<file path="src/rtl/step_controller.sv">
// Debounced single-step / free-run clock-enable generator with stretched core reset.
// Define STEP_COUNTER_EN to implement the step_count counter; otherwise step_count is tied to 0.
module step_controller #(
    parameter int DEBOUNCE_CYCLES = 1_000_000,
    parameter int RUN_DIV         = 12_500_000,
    parameter int CNT_W           = 16,
    parameter int RST_STRETCH     = 4
) (
    input  logic             clk,
    input  logic             reset_n,
    input  logic             step_key_n,
    input  logic             rst_key_n,
    input  logic             run_sw,
    input  logic             halt,
    output logic             step_en,
    output logic             cpu_reset,
    output logic             running,
    output logic [CNT_W-1:0] step_count
);

    localparam int DEB_W = $clog2(DEBOUNCE_CYCLES);
    localparam int DIV_W = $clog2(RUN_DIV);
    localparam int STR_W = $clog2(RST_STRETCH + 1);

    localparam logic [DEB_W-1:0] DEB_LAST = DEB_W'(DEBOUNCE_CYCLES - 1);
    localparam logic [DIV_W-1:0] DIV_LAST = DIV_W'(RUN_DIV - 1);
    localparam logic [STR_W-1:0] STR_LAST = STR_W'(RST_STRETCH);

    typedef enum logic [1:0] {
        IDLE,
        PRESS_WAIT,
        PRESSED,
        RELEASE_WAIT
    } deb_state_e;

    // Bit order in the synchronizer vectors: {run_sw, rst_key_n, step_key_n}.
    logic [2:0] meta_q;
    logic [2:0] sync_q;

    logic key_pressed;
    logic rst_key_released;
    logic run_mode;

    deb_state_e       state_q, state_d;
    logic [DEB_W-1:0] deb_cnt_q, deb_cnt_d;
    logic             press_evt;

    logic [STR_W-1:0] str_cnt_q, str_cnt_d;
    logic             cpu_reset_q, cpu_reset_d;

    logic [DIV_W-1:0] div_q, div_d;
    logic             step_en_q, step_en_d;

    assign key_pressed      = ~sync_q[0];
    assign rst_key_released = sync_q[1];
    assign run_mode         = sync_q[2];

    // NOTE: sequential state uses non-blocking assignments so every flop samples pre-edge values.
    always_ff @(posedge clk or negedge reset_n) begin
        if (!reset_n) begin
            meta_q      <= '0;
            sync_q      <= '0;
            state_q     <= IDLE;
            deb_cnt_q   <= '0;
            str_cnt_q   <= '0;
            cpu_reset_q <= 1'b1;
            div_q       <= '0;
            step_en_q   <= 1'b0;
        end else begin
            meta_q      <= {run_sw, rst_key_n, step_key_n};
            sync_q      <= meta_q;
            state_q     <= state_d;
            deb_cnt_q   <= deb_cnt_d;
            str_cnt_q   <= str_cnt_d;
            cpu_reset_q <= cpu_reset_d;
            div_q       <= div_d;
            step_en_q   <= step_en_d;
        end
    end

    // NOTE: every output of a combinational block gets a default first, so no path can infer a latch.
    always_comb begin
        state_d   = state_q;
        deb_cnt_d = deb_cnt_q;
        press_evt = 1'b0;
        case (state_q)
            IDLE: begin
                if (key_pressed) begin
                    state_d   = PRESS_WAIT;
                    deb_cnt_d = '0;
                end
            end
            PRESS_WAIT: begin
                if (!key_pressed) begin
                    state_d = IDLE;
                end else if (deb_cnt_q == DEB_LAST) begin
                    state_d   = PRESSED;
                    press_evt = 1'b1;
                end else begin
                    deb_cnt_d = deb_cnt_q + DEB_W'(1);
                end
            end
            PRESSED: begin
                if (!key_pressed) begin
                    state_d   = RELEASE_WAIT;
                    deb_cnt_d = '0;
                end
            end
            RELEASE_WAIT: begin
                if (key_pressed) begin
                    state_d = PRESSED;
                end else if (deb_cnt_q == DEB_LAST) begin
                    state_d = IDLE;
                end else begin
                    deb_cnt_d = deb_cnt_q + DEB_W'(1);
                end
            end
            default: state_d = IDLE;
        endcase
    end

    // Core reset follows the synced key, then lingers RST_STRETCH cycles after release.
    always_comb begin
        cpu_reset_d = cpu_reset_q;
        str_cnt_d   = str_cnt_q;
        if (!rst_key_released) begin
            cpu_reset_d = 1'b1;
            str_cnt_d   = '0;
        end else if (cpu_reset_q) begin
            if (str_cnt_q == STR_LAST) begin
                cpu_reset_d = 1'b0;
            end else begin
                str_cnt_d = str_cnt_q + STR_W'(1);
            end
        end
    end

    // The divider idles at zero outside run mode, so entering run mode always restarts the period.
    always_comb begin
        div_d     = div_q;
        step_en_d = 1'b0;
        if (cpu_reset_q || !run_mode) begin
            div_d = '0;
        end
        if (!cpu_reset_q && !halt) begin
            if (run_mode) begin
                if (div_q == DIV_LAST) begin
                    div_d     = '0;
                    step_en_d = 1'b1;
                end else begin
                    div_d = div_q + DIV_W'(1);
                end
            end else begin
                step_en_d = press_evt;
            end
        end
    end

`ifdef STEP_COUNTER_EN
    logic [CNT_W-1:0] step_cnt_q, step_cnt_d;

    always_comb begin
        step_cnt_d = step_cnt_q;
        if (cpu_reset_q) begin
            step_cnt_d = '0;
        end else if (step_en_q) begin
            step_cnt_d = step_cnt_q + CNT_W'(1);
        end
    end

    always_ff @(posedge clk or negedge reset_n) begin
        if (!reset_n) begin
            step_cnt_q <= '0;
        end else begin
            step_cnt_q <= step_cnt_d;
        end
    end

    assign step_count = step_cnt_q;
`else
    assign step_count = '0;
`endif

    assign step_en   = step_en_q;
    assign cpu_reset = cpu_reset_q;
    assign running   = run_mode & ~halt & ~cpu_reset_q;

endmodule
</file>
<file path="config.mk">
export PLATFORM = sky130hd
export DESIGN_NAME = step_controller
export DESIGN_NICKNAME = d
export VERILOG_FILES = /design/src/rtl/step_controller.sv
export SDC_FILE = /design/constraint.sdc
export NUM_CORES = 1
export LEC_CHECK = 0
export ABC_AREA = 0
export ABC_CLOCK_PERIOD_IN_PS = 5300
export CORE_MARGIN = 3
export CORE_UTILIZATION = 45
export DETAILED_ROUTE_END_ITERATION = 12
export SYNTH_ARGS = -nofsm -noshare
export SYNTH_HDL_FRONTEND = slang
export SYNTH_SLANG_ARGS = --single-unit
</file>
<file path="constraint.sdc">
create_clock -name clk -period 5.3 [get_ports clk]
set_clock_uncertainty 0.05 [all_clocks]
set_input_delay 1.06 -clock clk [delete_from_list [all_inputs] [get_ports clk]]
set_output_delay 1.06 -clock clk [all_outputs]
set_load 0.02 [all_outputs]
</file>
==> out/metrics.cfg, run 1 <==
[clock_tree]
postCtsSetupBuffers = 0
cts_resized = 0
numCtsBuffers = 9
cts_tree = done
clkTransAtPathRegs_ps = 60
cts_sinks = 57
cts_root_buf = clkbuf_8
clockBufferDepth = 2
ctsHtreeMaxLevel = 3
ctsHoldBuffers = 0
clk_latency_ps = 340

[synthesis]
synth.top_cell.area_share = 0.439
ys_types = 54
synth_flop_cell = dfrtp_1
yosysSeqAreaShare = 0.447
synth_seq_cells = 57
ys_top_cells_by_area = dfrtp_1 (44%), a22o_1 (4.1%), buf_4 (3.8%)
synthCells = 344
synthArstFlopShare = 1.00
synth_edf_count = 0
synthesis.area_um2 = 3190
syn_avg_cell_area_um2 = 9.28
yosysTopAreaCell = dfrtp_1
ys_warn_count = 0

[timing]
fin_crit_sh = 0.661
tightest_slew_ps = 1310
relSlewSlack = 0.121
holdWs_ps = 301
grt_setup_unrepaired = no
max_freq_mhz = 286
finalMaxSlewViolations = 0
finalSetupViolCount = 0
period_minus_slack_ps = 3500
finalSetupTns_ps = 0
hold_viol = 0

[cells_and_area]
fin_area_um2 = 3490
nFillCells = 657
area_delta_synth_final_pct = 9.29
diodes = 0
fin_util = 0.511
drive_gt1_frac = 0.110
final_cell_mix = dfrtp_1 (56), nor2_1 (31), nand2_1 (26)
layout.nets = 359
final_common_cell = dfrtp_1

[global_routing]
antenna_found_initial = 0
gr-total-overflow = 0
grt_pass1_vias = 2328
grt_pass1_wl_mm = 11.0
grt_max_degree = 58
grt_use_total = 0.167

[floorplanning]
start_util = 0.467
num_rows = 30
core_um2 = 6830
dieArea_um2 = 8140
ios = 25
die_h_um = 90.2
fp.dieW_um = 90.2

[placed_design]
place.gp.congestion = 0.772
placed_area_um2 = 3290
port_buffers = 8
place_hpwl_mm = 4.12

[route]
drc = 0
num_vias = 2496
firstDrtPassIters = 4
vias_per_cell = 5.55
wirelength_mm = 6.29
wire_per_inst_um = 14.0
drtIter0Drc = 151
ant_nets = 0

[worst_setup_path]
path_class = in -> out
arrival_ps = 2390
crit_required_ps = 4190
crit_path_end_kind = primary output
cp_max_fo = 3
start_kind = primary input

[power]
irDropWorstVdd_v = 0.000142
powerDensity_nw_per_um2 = 275
total_leakage_power_nw = 1.43

[worst_hold_path]
hp-class = reg -> reg

[job]
maxCapViolations = 0

[run_status]
outcome = finished, final reports clean

[per-stage QoR]
stage	instances	setup slack [ps]	total power, mW
global route	450	1710	1.01
global placement	434	1820	0.560
CTS	450	1790	0.970
detailed placement	434	1790	0.564
floorplan	359	2580	0.543
finish	450	1800	0.958
[worst max-delay path: stages]
cell	delay, ps
clkdlybuf4s50_1	440
nor3b_1	240
clkdlybuf4s50_1	650
[logic make-up (layout without fill, tap and decap cells)]
logic type                 Yosys count  count (layout)  synth area share
other                                1              16           0.00117
muxes                               15              15            0.0498
and+or+nand+nor                    129             129             0.216
AOI/OAI and AO/OA                   83              83             0.174
buffers and inverters               49              44            0.0788
adders and majority gates            4               4            0.0157
DFF                                 57              57             0.447
xor gates and xnor gates             6               6            0.0165
[routing by layer]
layer / up-vias / share of wire / GRT usage
li1: 1241 / - / -
met1: 1204 / 0.49 / 0.234
met2: 41 / 0.46 / 0.243
met3: 10 / 0.033 / 0.0360
met4: 0 / 0.019 / 0.0804
met5: - / 0 / 0
[path summary, 6_finish.rpt]
path	slack, ps	cells after the start	from	endpoint
setup reg to reg	2540	7	div_q[0]	div_q[12]
min in group asynchronous	800	2	reset_n	deb_cnt_q[12]
hold / removal	300	0	meta_q[2]	sync_q[2]
max in group asynchronous	3890	2	reset_n	div_q[23]
setup / recovery	1800	3	halt	running
hold reg to reg	300	0	meta_q[2]	sync_q[2]
[synthesized netlist by cell type, types with 3 or more instances]
cell type  instances
nand2_1           26
nor2_1            31
buf_2              5
a21oi_1           22
and3_1             3
nand4_1           17
nor4_1             3
mux2_2             7
o2bb2ai_1          3
nor3b_1            3
inv_1             14
a22o_1            15
a31oi_1           14
mux2i_1            8
clkbuf_1          12
or4_1              3
o21ai_0           11
ha_1               4
xnor2_1            5
buf_4             16
nand3_1           16
dfrtp_1           56
a41oi_1            5
nor3_1             6
[report_power, final]
part	switching, mW	total (mW)	internal [mW]
Sequential	0.0162	0.467	0.451
Clock	0.178	0.404	0.226
Combinational	0.0538	0.0864	0.0327
[flip-flops by register name, indices dropped and copies added (netlist names), named ones only]
signal / count
meta_q: 3
str_cnt_q: 3
deb_cnt_q: 20
state_q: 1
step_en: 1
div_q: 24
sync_q: 3
cpu_reset: 1
[layout make-up]
type / instances / area [um^2] / area share
inverters: 15 / 56.3 / 0.0161
clock buffers: 10 / 138 / 0.0395
clock inverters: 6 / 57.6 / 0.0165
repair buffers: 13 / 113 / 0.0323
well taps: 96 / 120 / 0.0344
multi-input cells: 253 / 1580 / 0.452
flip-flops and latches: 57 / 1430 / 0.409
(Power assumes the default switching activity.)
==> inputs of run 2 (changes only) <==
--- a/config.mk
+++ b/config.mk
@@ -6,10 +6,11 @@
 export NUM_CORES = 1
 export LEC_CHECK = 0
 export ABC_AREA = 0
-export ABC_CLOCK_PERIOD_IN_PS = 5300
+export ABC_CLOCK_PERIOD_IN_PS = 2950
 export CORE_MARGIN = 3
 export CORE_UTILIZATION = 45
 export DETAILED_ROUTE_END_ITERATION = 12
+export PLACE_DENSITY = 0.67
 export SYNTH_ARGS = -nofsm -noshare
 export SYNTH_HDL_FRONTEND = slang
 export SYNTH_SLANG_ARGS = --single-unit
==> constraint.sdc (replaced) <==
create_clock -name clk -period 2.95 [get_ports clk]
set_clock_uncertainty 0.05 [all_clocks]
set_input_delay 0.59 -clock clk [delete_from_list [all_inputs] [get_ports clk]]
set_output_delay 0.59 -clock clk [all_outputs]
set_load 0.02 [all_outputs]
==> run 2 against run 1 <==
Clock power grew 70%. Flip-flop and latch count stayed put. Design area about the same. Total power up 76%. Non-clock buffer count increased by 2. Combinational power increased by 84%. Final cell count increased by 0.44%. Utilization hardly changed. First-iteration DRC count rose by 31%. Sequential power increased by 80%.
==> out/metrics.cfg, run 2 (same netlist as run 1, synthesis figures left out) <==
[run_status]
outcome = finished, final reports clean

[clock_tree]
postCtsSetupBuffers = 0  ; unchanged
cts_root_buf = clkbuf_8
ctsHtreeMaxLevel = 3  ; unchanged
clk_latency_ps = 350  ; about the same
clockBufferDepth = 2  ; unchanged
cts_tree = done
numCtsBuffers = 9  ; unchanged
cts_resized = 0  ; unchanged
ctsHoldBuffers = 0  ; unchanged
clkTransAtPathRegs_ps = 80  ; +20 ps
cts_sinks = 57  ; unchanged

[worst_setup_path]
crit_required_ps = 2310  ; -1880 ps
cp_max_fo = 3  ; unchanged
worstRegToRegCells = 5  ; -2
worstReg2RegEnd = step_en
crit_path_end_kind = primary output
arrival_ps = 1920  ; -470 ps
start_kind = primary input
r2r_start = deb_cnt_q[9]
path_class = in -> out
r2r_slack_ps = 650  ; -1890 ps

[power]
irDropWorstVdd_v = 0.000359  ; +150%
power_mw = 1.69  ; +76%
powerDensity_nw_per_um2 = 483  ; +76%
total_leakage_power_nw = 1.42  ; -0.32%

[timing]
tightest_slew_ps = 745  ; -567 ps
period_minus_slack_ps = 2560
grt_setup_unrepaired = no
finalSetupViolCount = 0  ; unchanged
finalMaxSlewViolations = 0  ; unchanged
finalSetupTns_ps = 0  ; unchanged
max_freq_mhz = 390
hold_viol = 0  ; unchanged
fin_crit_sh = 0.868
relSlewSlack = 0.503  ; +0.383
fin_ws_ps = 389  ; -1410 ps

[global_routing]
grt_max_degree = 47  ; -19%
antenna_found_initial = 0  ; unchanged
grt_pass1_vias = 2295  ; -1.4%
gr-total-overflow = 0  ; unchanged
grt_pass1_wl_mm = 10.9  ; -1.2%
grt_use_total = 0.165  ; -0.00110

[placed_design]
dp.cells = 436  ; +0.46%
port_buffers = 8  ; unchanged
placed_area_um2 = 3310  ; +0.46%
dpl_worst_slack_ps = 384  ; -1410 ps
place_hpwl_mm = 4.27  ; +3.9%
place.gp.congestion = 0.748  ; -3.1%

[route]
drtIter0Drc = 198  ; +31%
routed.top_layer = met4
wirelength_mm = 6.42  ; +2.1%
wl_met2_mm = 2.95  ; +2.8%
num_vias = 2530  ; +1.4%
drc = 0  ; unchanged
ant_nets = 0  ; unchanged
wl_met1_mm = 3.02  ; -2.2%
wire_per_inst_um = 14.2  ; +1.7%
firstDrtPassIters = 4  ; unchanged
vias_per_cell = 5.60  ; +0.91%
wl_met3_um = 310  ; +50%

[cells_and_area]
largest_reg_flops = 24  ; unchanged
drive_gt1_frac = 0.115  ; +0.00500
nFillCells = 645  ; -1.8%
layout.nets = 361  ; +0.56%
reg_top3 = div_q x24, deb_cnt_q x20
multi_input_area_um2 = 1580  ; unchanged
top_register = div_q
diodes = 0  ; unchanged
seqCellArea_um2 = 1430  ; unchanged
fin_area_um2 = 3490  ; about the same
final_common_cell = dfrtp_1
area_delta_synth_final_pct = 9.37  ; about the same
final_cell_mix = dfrtp_1 (56), nor2_1 (31), nand2_1 (26)
fin_cells = 452  ; +0.44%

[worst_hold_path]
hp-class = in -> async

[floorplanning]
start_util = 0.467  ; unchanged
dieArea_um2 = 8140  ; unchanged
fp.dieW_um = 90.2  ; unchanged
die_h_um = 90.2  ; unchanged
ios = 25  ; unchanged
core_um2 = 6830  ; unchanged
num_rows = 30  ; unchanged

[job]
maxCapViolations = 0  ; unchanged

==> run 2: area by class of cell <==
type	count	area share
Sequential cell	57	0.409
Timing Repair Buffer	15	0.0366
Multi-Input combinational cell	253	0.452
Inverter	15	0.0161
Clock inverter	7	0.0168
Clock buffer	9	0.0355
Tap cell	96	0.0344
==> run 2: through the flow <==
step	hold WS [ps]	util
final	208	0.511
after global routing	233	0.511
after CTS	215	0.511
after detailed placement	286	0.484
after global placement	282	0.484
after floorplan	244	-
==> run 2: worst max-delay path, cell delays in order <==
cell and delay, ps:
clkdlybuf4s50_1 440, nor3b_1 240, clkdlybuf4s50_1 650
==> run 2: worst max path at each step <==
stage | startpoint | to | cells after the start
floorplan | halt | div_q[22] | 5
global placement | halt | running | 3
detailed placement | halt | running | 3
CTS | halt | running | 3
global route | halt | running | 3
finish | halt | running | 3
==> run 2: power breakdown <==
group          total, mW  internal, mW  switching [mW]
clock              0.687         0.319           0.368
sequential         0.840         0.810          0.0300
combinational      0.159        0.0606          0.0986
total               1.69          1.19           0.497
==> run 2: per-layer routing <==
| metal | up-vias | GRT usage |
|---|---|---|
| li1 | 1244 | - |
| met1 | 1220 | 0.228 |
| met2 | 55 | 0.242 |
| met3 | 11 | 0.0435 |
| met4 | 0 | 0.0791 |
| met5 | - | 0 |
==> patch 1: new RTL, config.mk and constraints of run 1 <==
The 4 states of `deb_state_e` get a Gray code encoding in 2 bits.
--- a/src/rtl/step_controller.sv
+++ b/src/rtl/step_controller.sv
@@ -27,10 +27,10 @@
     localparam logic [STR_W-1:0] STR_LAST = STR_W'(RST_STRETCH);
 
     typedef enum logic [1:0] {
-        IDLE,
-        PRESS_WAIT,
-        PRESSED,
-        RELEASE_WAIT
+        IDLE         = 2'b00,
+        PRESS_WAIT   = 2'b01,
+        PRESSED      = 2'b11,
+        RELEASE_WAIT = 2'b10
     } deb_state_e;
 
     // Bit order in the synchronizer vectors: {run_sw, rst_key_n, step_key_n}.
Function: no difference found for any inputs over 10 cycles, from zero or initial values and one cycle with reset_n low; not proved beyond that.
==> patch 1 against run 1 <==
- setup slack worse by 0.12 ns
- wire length up 7.4%
- global-route usage increased by 0.40 points
- hold slack got worse by 0.0013 ns
- cell count up 4.2%
- register-to-register slack improved by 0.26 ns
- critical path type unchanged
- synthesized area is 5.1% higher
- fmax decreased by 3.4%
- synthesized cell count grew 6.1%
- die area is 4.8% higher
- final area rose by 2.2%
- sequential cell count did not move
- count of clock-buffer cells in the layout grew 2
Power is not compared: it rests on default switching activity, and its combinational part moved more than twofold at a synthesized area within 25%.
==> patch 1: results (changes against run 1) <==
run_status:
  outcome: "finished clean"
power:
  peakVddDrop_mv: 0.240
critical_path:
  worstPathMaxFanout: 13  # +10
  r2r_start: "div_q[8]$_DFF_PN0_"
  cp-startpoint: "halt"
synth:
  yosysUniqueCellTypes: 63  # +17%
  ys_seq_area_share_pct: 42.5  # -2.2 points
  synth_area_leaders: "dfrtp_1 42%, nand2_1 4.0%, buf_4 3.8%"
  synth.avg_cell_area_um2: 9.19  # -0.91%
placed_design:
  gp_congestion: 0.780  # +0.97%
  post-place-cells: 453  # +4.4%
  place_area_um2: 3410  # +3.6%
  hpwl_um: 4300  # +4.4%
hold_path:
  hold_class: "register to register"
  hp-start: "meta_q[0]$_DFF_PN0_"
final_layout:
  final_cells: 469  # +4.2%
  fin_nets: 383  # +6.7%
  drive_gt1_share_pct: 6.97  # -4.0 points
  diodes: 0  # unchanged
  fill_cells: 661  # +0.61%
detailed_routing:
  drt_pass1_iterations: 4  # unchanged
  drt_iter0_drc: 126  # -17%
  vias_per_cell: 5.80  # +4.5%
  drt-wirelength-per-cell_um: 14.4  # +3.0%
sta:
  worstMarginPinSlew_ns: 1.10  # -0.210 ns
global_routing:
  grt_pass1_vias: 2487  # +6.8%
  grt_usage_pct: 17.0  # +0.40 points
patch 1: cell count changes after synthesis, sizes merged, moves of 4 or more:
cell | run 1 | this run
a21oi | 22 | 13
a221o | 0 | 6
a22o | 15 | 7
and3 | 3 | 13
and4 | 1 | 6
ha | 4 | 9
inv | 15 | 10
mux2 | 7 | 3
nand2 | 26 | 36
nand4 | 17 | 13
o21ai | 12 | 22
patch 1: worst paths after layout:
path	endpoint	slack, ns	cells after the start
min	sync_q[0]$_DFF_PN0_	0.30	0
min in group asynchronous	deb_cnt_q[11]$_DFFE_PN0P_	0.82	2
max	running	1.67	3
min reg2reg	sync_q[0]$_DFF_PN0_	0.30	0
max in group asynchronous	div_q[1]$_DFF_PN0_	3.90	2
max reg2reg	div_q[17]$_DFF_PN0_	2.80	5
patch 1: final cells by class:
| type | instances | area, um^2 | share of cell area, % |
|---|---|---|---|
| clock buffers | 12 | 135 | 3.79 |
| clock inverters | 4 | 20.0 | 0.561 |
| inverters | 10 | 37.5 | 1.05 |
| multi-input cells | 281 | 1740 | 48.9 |
| flip-flops and latches | 57 | 1430 | 40.0 |
| well taps | 96 | 120 | 3.37 |
| repair buffers | 9 | 82.6 | 2.32 |
patch 1: metal layers:
| layer | GRT usage [%] | wire length (um) | part of all wire (%) |
|---|---|---|---|
| met5 | 0 | 0 | 0 |
| met4 | 6.06 | 95 | 1.4 |
| met3 | 2.76 | 238 | 3.5 |
| met2 | 25.6 | 2990 | 44 |
| met1 | 24.9 | 3430 | 51 |
patch 1: power by group through the flow:
stage	registers (mW)	logic (mW)	clock network [mW]
2_1_floorplan	0.496	0.280	0
3_3_place_gp	0.513	0.309	0
3_5_place_dp	0.514	0.313	0
4_1_cts	0.506	0.317	0.346
5_1_grt	0.512	0.360	0.366
6_report	0.507	0.308	0.336
patch 1: critical path: stages:
cell,delay [ns]
clkdlybuf4s50_1,0.60
nor2_1,0.22
clkdlybuf4s50_1,0.63
patch 1: through the flow:
stage,setup WS (ns),util [%]
floorplan,2.81,-
global placement,1.70,48.6
detailed placement,1.68,48.6
CTS,1.66,50.8
global route,1.57,50.8
finish,1.67,50.8
patch 1: cells by family (layout without fill, tap and decap cells):
kind of cell / count (synthesis) / after routing / share of synthesized area [%]
XOR/XNOR: 4 / 4 / 1.04
AO/OA/AOI/OAI: 80 / 80 / 16.1
buffers and inverters: 42 / 35 / 7.20
other: 1 / 16 / 0.112
multiplexers: 13 / 13 / 3.99
flip-flops: 57 / 57 / 42.5
adder cells (fa/ha/maj): 9 / 9 / 3.36
AND/OR/NAND/NOR: 159 / 159 / 25.7
==> patch 2: new RTL, settings of run 1 <==
Made on the original files. Set the parameter `CNT_W` to 32 (it was 16).
--- a/src/rtl/step_controller.sv
+++ b/src/rtl/step_controller.sv
@@ -3,7 +3,7 @@
 module step_controller #(
     parameter int DEBOUNCE_CYCLES = 1_000_000,
     parameter int RUN_DIV         = 12_500_000,
-    parameter int CNT_W           = 16,
+    parameter int CNT_W           = 32,
     parameter int RST_STRETCH     = 4
 ) (
     input  logic             clk,
Interface: changed (resized step_count); port bits go from 25 to 41. No check against the original RTL was run, so the function may have changed too.
==> patch 2 against run 1 <==
- total power shrank 1.7%
- synthesized area increased by 3.8%
- cell count grew 2.9%
- non-clock buffer count down 2
- wire length is 2.4% higher
- final area is 0.75% higher
- clock power fell by 6.2%
- sequential cell count unchanged
- setup slack improved by 0.0017 ns
==> patch 2: results (changes against run 1) <==
clock_network:
  path_clk_slew_ns: 0.06  # about the same
  postCtsSetupRepairBufs: 0  # unchanged
  post_cts_resized: 0  # unchanged
  cts_root_buffer: "clkbuf_8"
  worstSkewPairLatency_ns: 0.32  # -0.02 ns
  clk_path_buf_depth: 2  # unchanged
sta:
  worstMarginPinSlew_ns: 1.21  # -0.0992 ns
  period_needed_ns: 3.50  # -0.00167 ns
  hold-worst-slack_ns: 0.298  # -0.00273 ns
  hold_viol: 0  # unchanged
synth:
  synth_area_leaders: "dfrtp_1 42%, buf_4 7.3%, a22o_1 4.0%"
  async_flop_share_pct: 100  # unchanged
  synth_warnings: 0  # unchanged
  yosys-top-cells-count: "56 x dfrtp_1, 32 x buf_4, 31 x nor2_1"
  netlist_instances: 360  # +4.7%
  ys_seq_area_share_pct: 43.1  # -1.6 points
power:
  comb_power_share_pct: 10.1  # +1.1 points
  peakVddDrop_mv: 0.190  # +34%
  power_leakage_nw: 1.46  # +2.2%
  power.switching_uw: 246  # -0.67%
  pg_comb_uw: 95.5  # +11%
  pwr-share-clk_pct: 40.2  # -2.0 points
global_routing:
  grt_use_met2_pct: 24.0  # -0.29 points
  grt_pass1_vias: 2378  # +2.1%
  grt_usage_pct: 16.2  # -0.44 points
  grt_max_degree: 58  # unchanged
  grtUsageMet1_pct: 22.9  # -0.50 points
  grtUsageMet3_pct: 3.94  # +0.34 points
critical_path:
  worstPathMaxFanout: 3  # unchanged
  rr_worst_depth: 6  # -1
  r2r_slack_ns: 2.72  # +0.18 ns
  r2r_start: "div_q[0]$_DFF_PN0_"
  timing.rr.end: "div_q[22]$_DFF_PN0_"
detailed_routing:
  drt_iter0_drc: 124  # -18%
  dr_wl_met3_um: 301  # +46%
  num_vias: 2553  # +2.3%
  drt-wirelength-per-cell_um: 13.9  # -0.47%
  wl_met2_um: 2860  # -0.38%
  drt-met1-wl_um: 3220  # +4.0%
  vias_per_cell: 5.51  # -0.59%
placed_design:
  gp_congestion: 0.761  # -1.5%
  hpwl_um: 4110  # about the same
  port_buffers: 8  # unchanged
  preCtsSetupSlack_ns: 1.80  # +0.00802 ns
  post-place-cells: 448  # +3.2%
  place_area_um2: 3340  # +1.4%
hold_path:
  hold_end: "sync_q[1]$_DFF_PN0_"
  hp-start: "meta_q[1]$_DFF_PN0_"
  whs_path_depth: 0  # unchanged
final_layout:
  drive_gt1_share_pct: 9.26  # -1.8 points
  fin_nets: 373  # +3.9%
run_status:
  outcome: "finished clean"
[patch 2: cell types whose count changed in the layout (fill, tap and decap cells not counted), sizes merged]
| cell | run 1 | this run |
|---|---|---|
| clkinvlp | 1 | 0 |
| conb | 16 | 32 |
| clkbuf | 10 | 11 |
| buf | 6 | 4 |
| clkinv | 4 | 3 |
[patch 2: cells by family (layout without fill, tap and decap cells)]
group / Yosys count / count (layout) / share of synthesized area [%]
fa+ha+maj: 4 / 4 / 1.51
xor+xnor: 6 / 6 / 1.59
flops: 57 / 57 / 43.1
compound gates: 83 / 83 / 16.8
simple gates: 129 / 129 / 20.9
buf+inv: 65 / 41 / 11.2
other cells: 1 / 32 / 0.113
mux: 15 / 15 / 4.80
[patch 2: area by class of cell]
| class | instances | area, um^2 |
|---|---|---|
| clock buffer | 11 | 131 |
| clock inverter | 4 | 45.0 |
| fill | 677 | 3470 |
| inverter | 15 | 56.3 |
| multi-input combinational | 269 | 1640 |
| sequential | 57 | 1430 |
| tap | 96 | 120 |
| timing repair buffer | 11 | 97.6 |
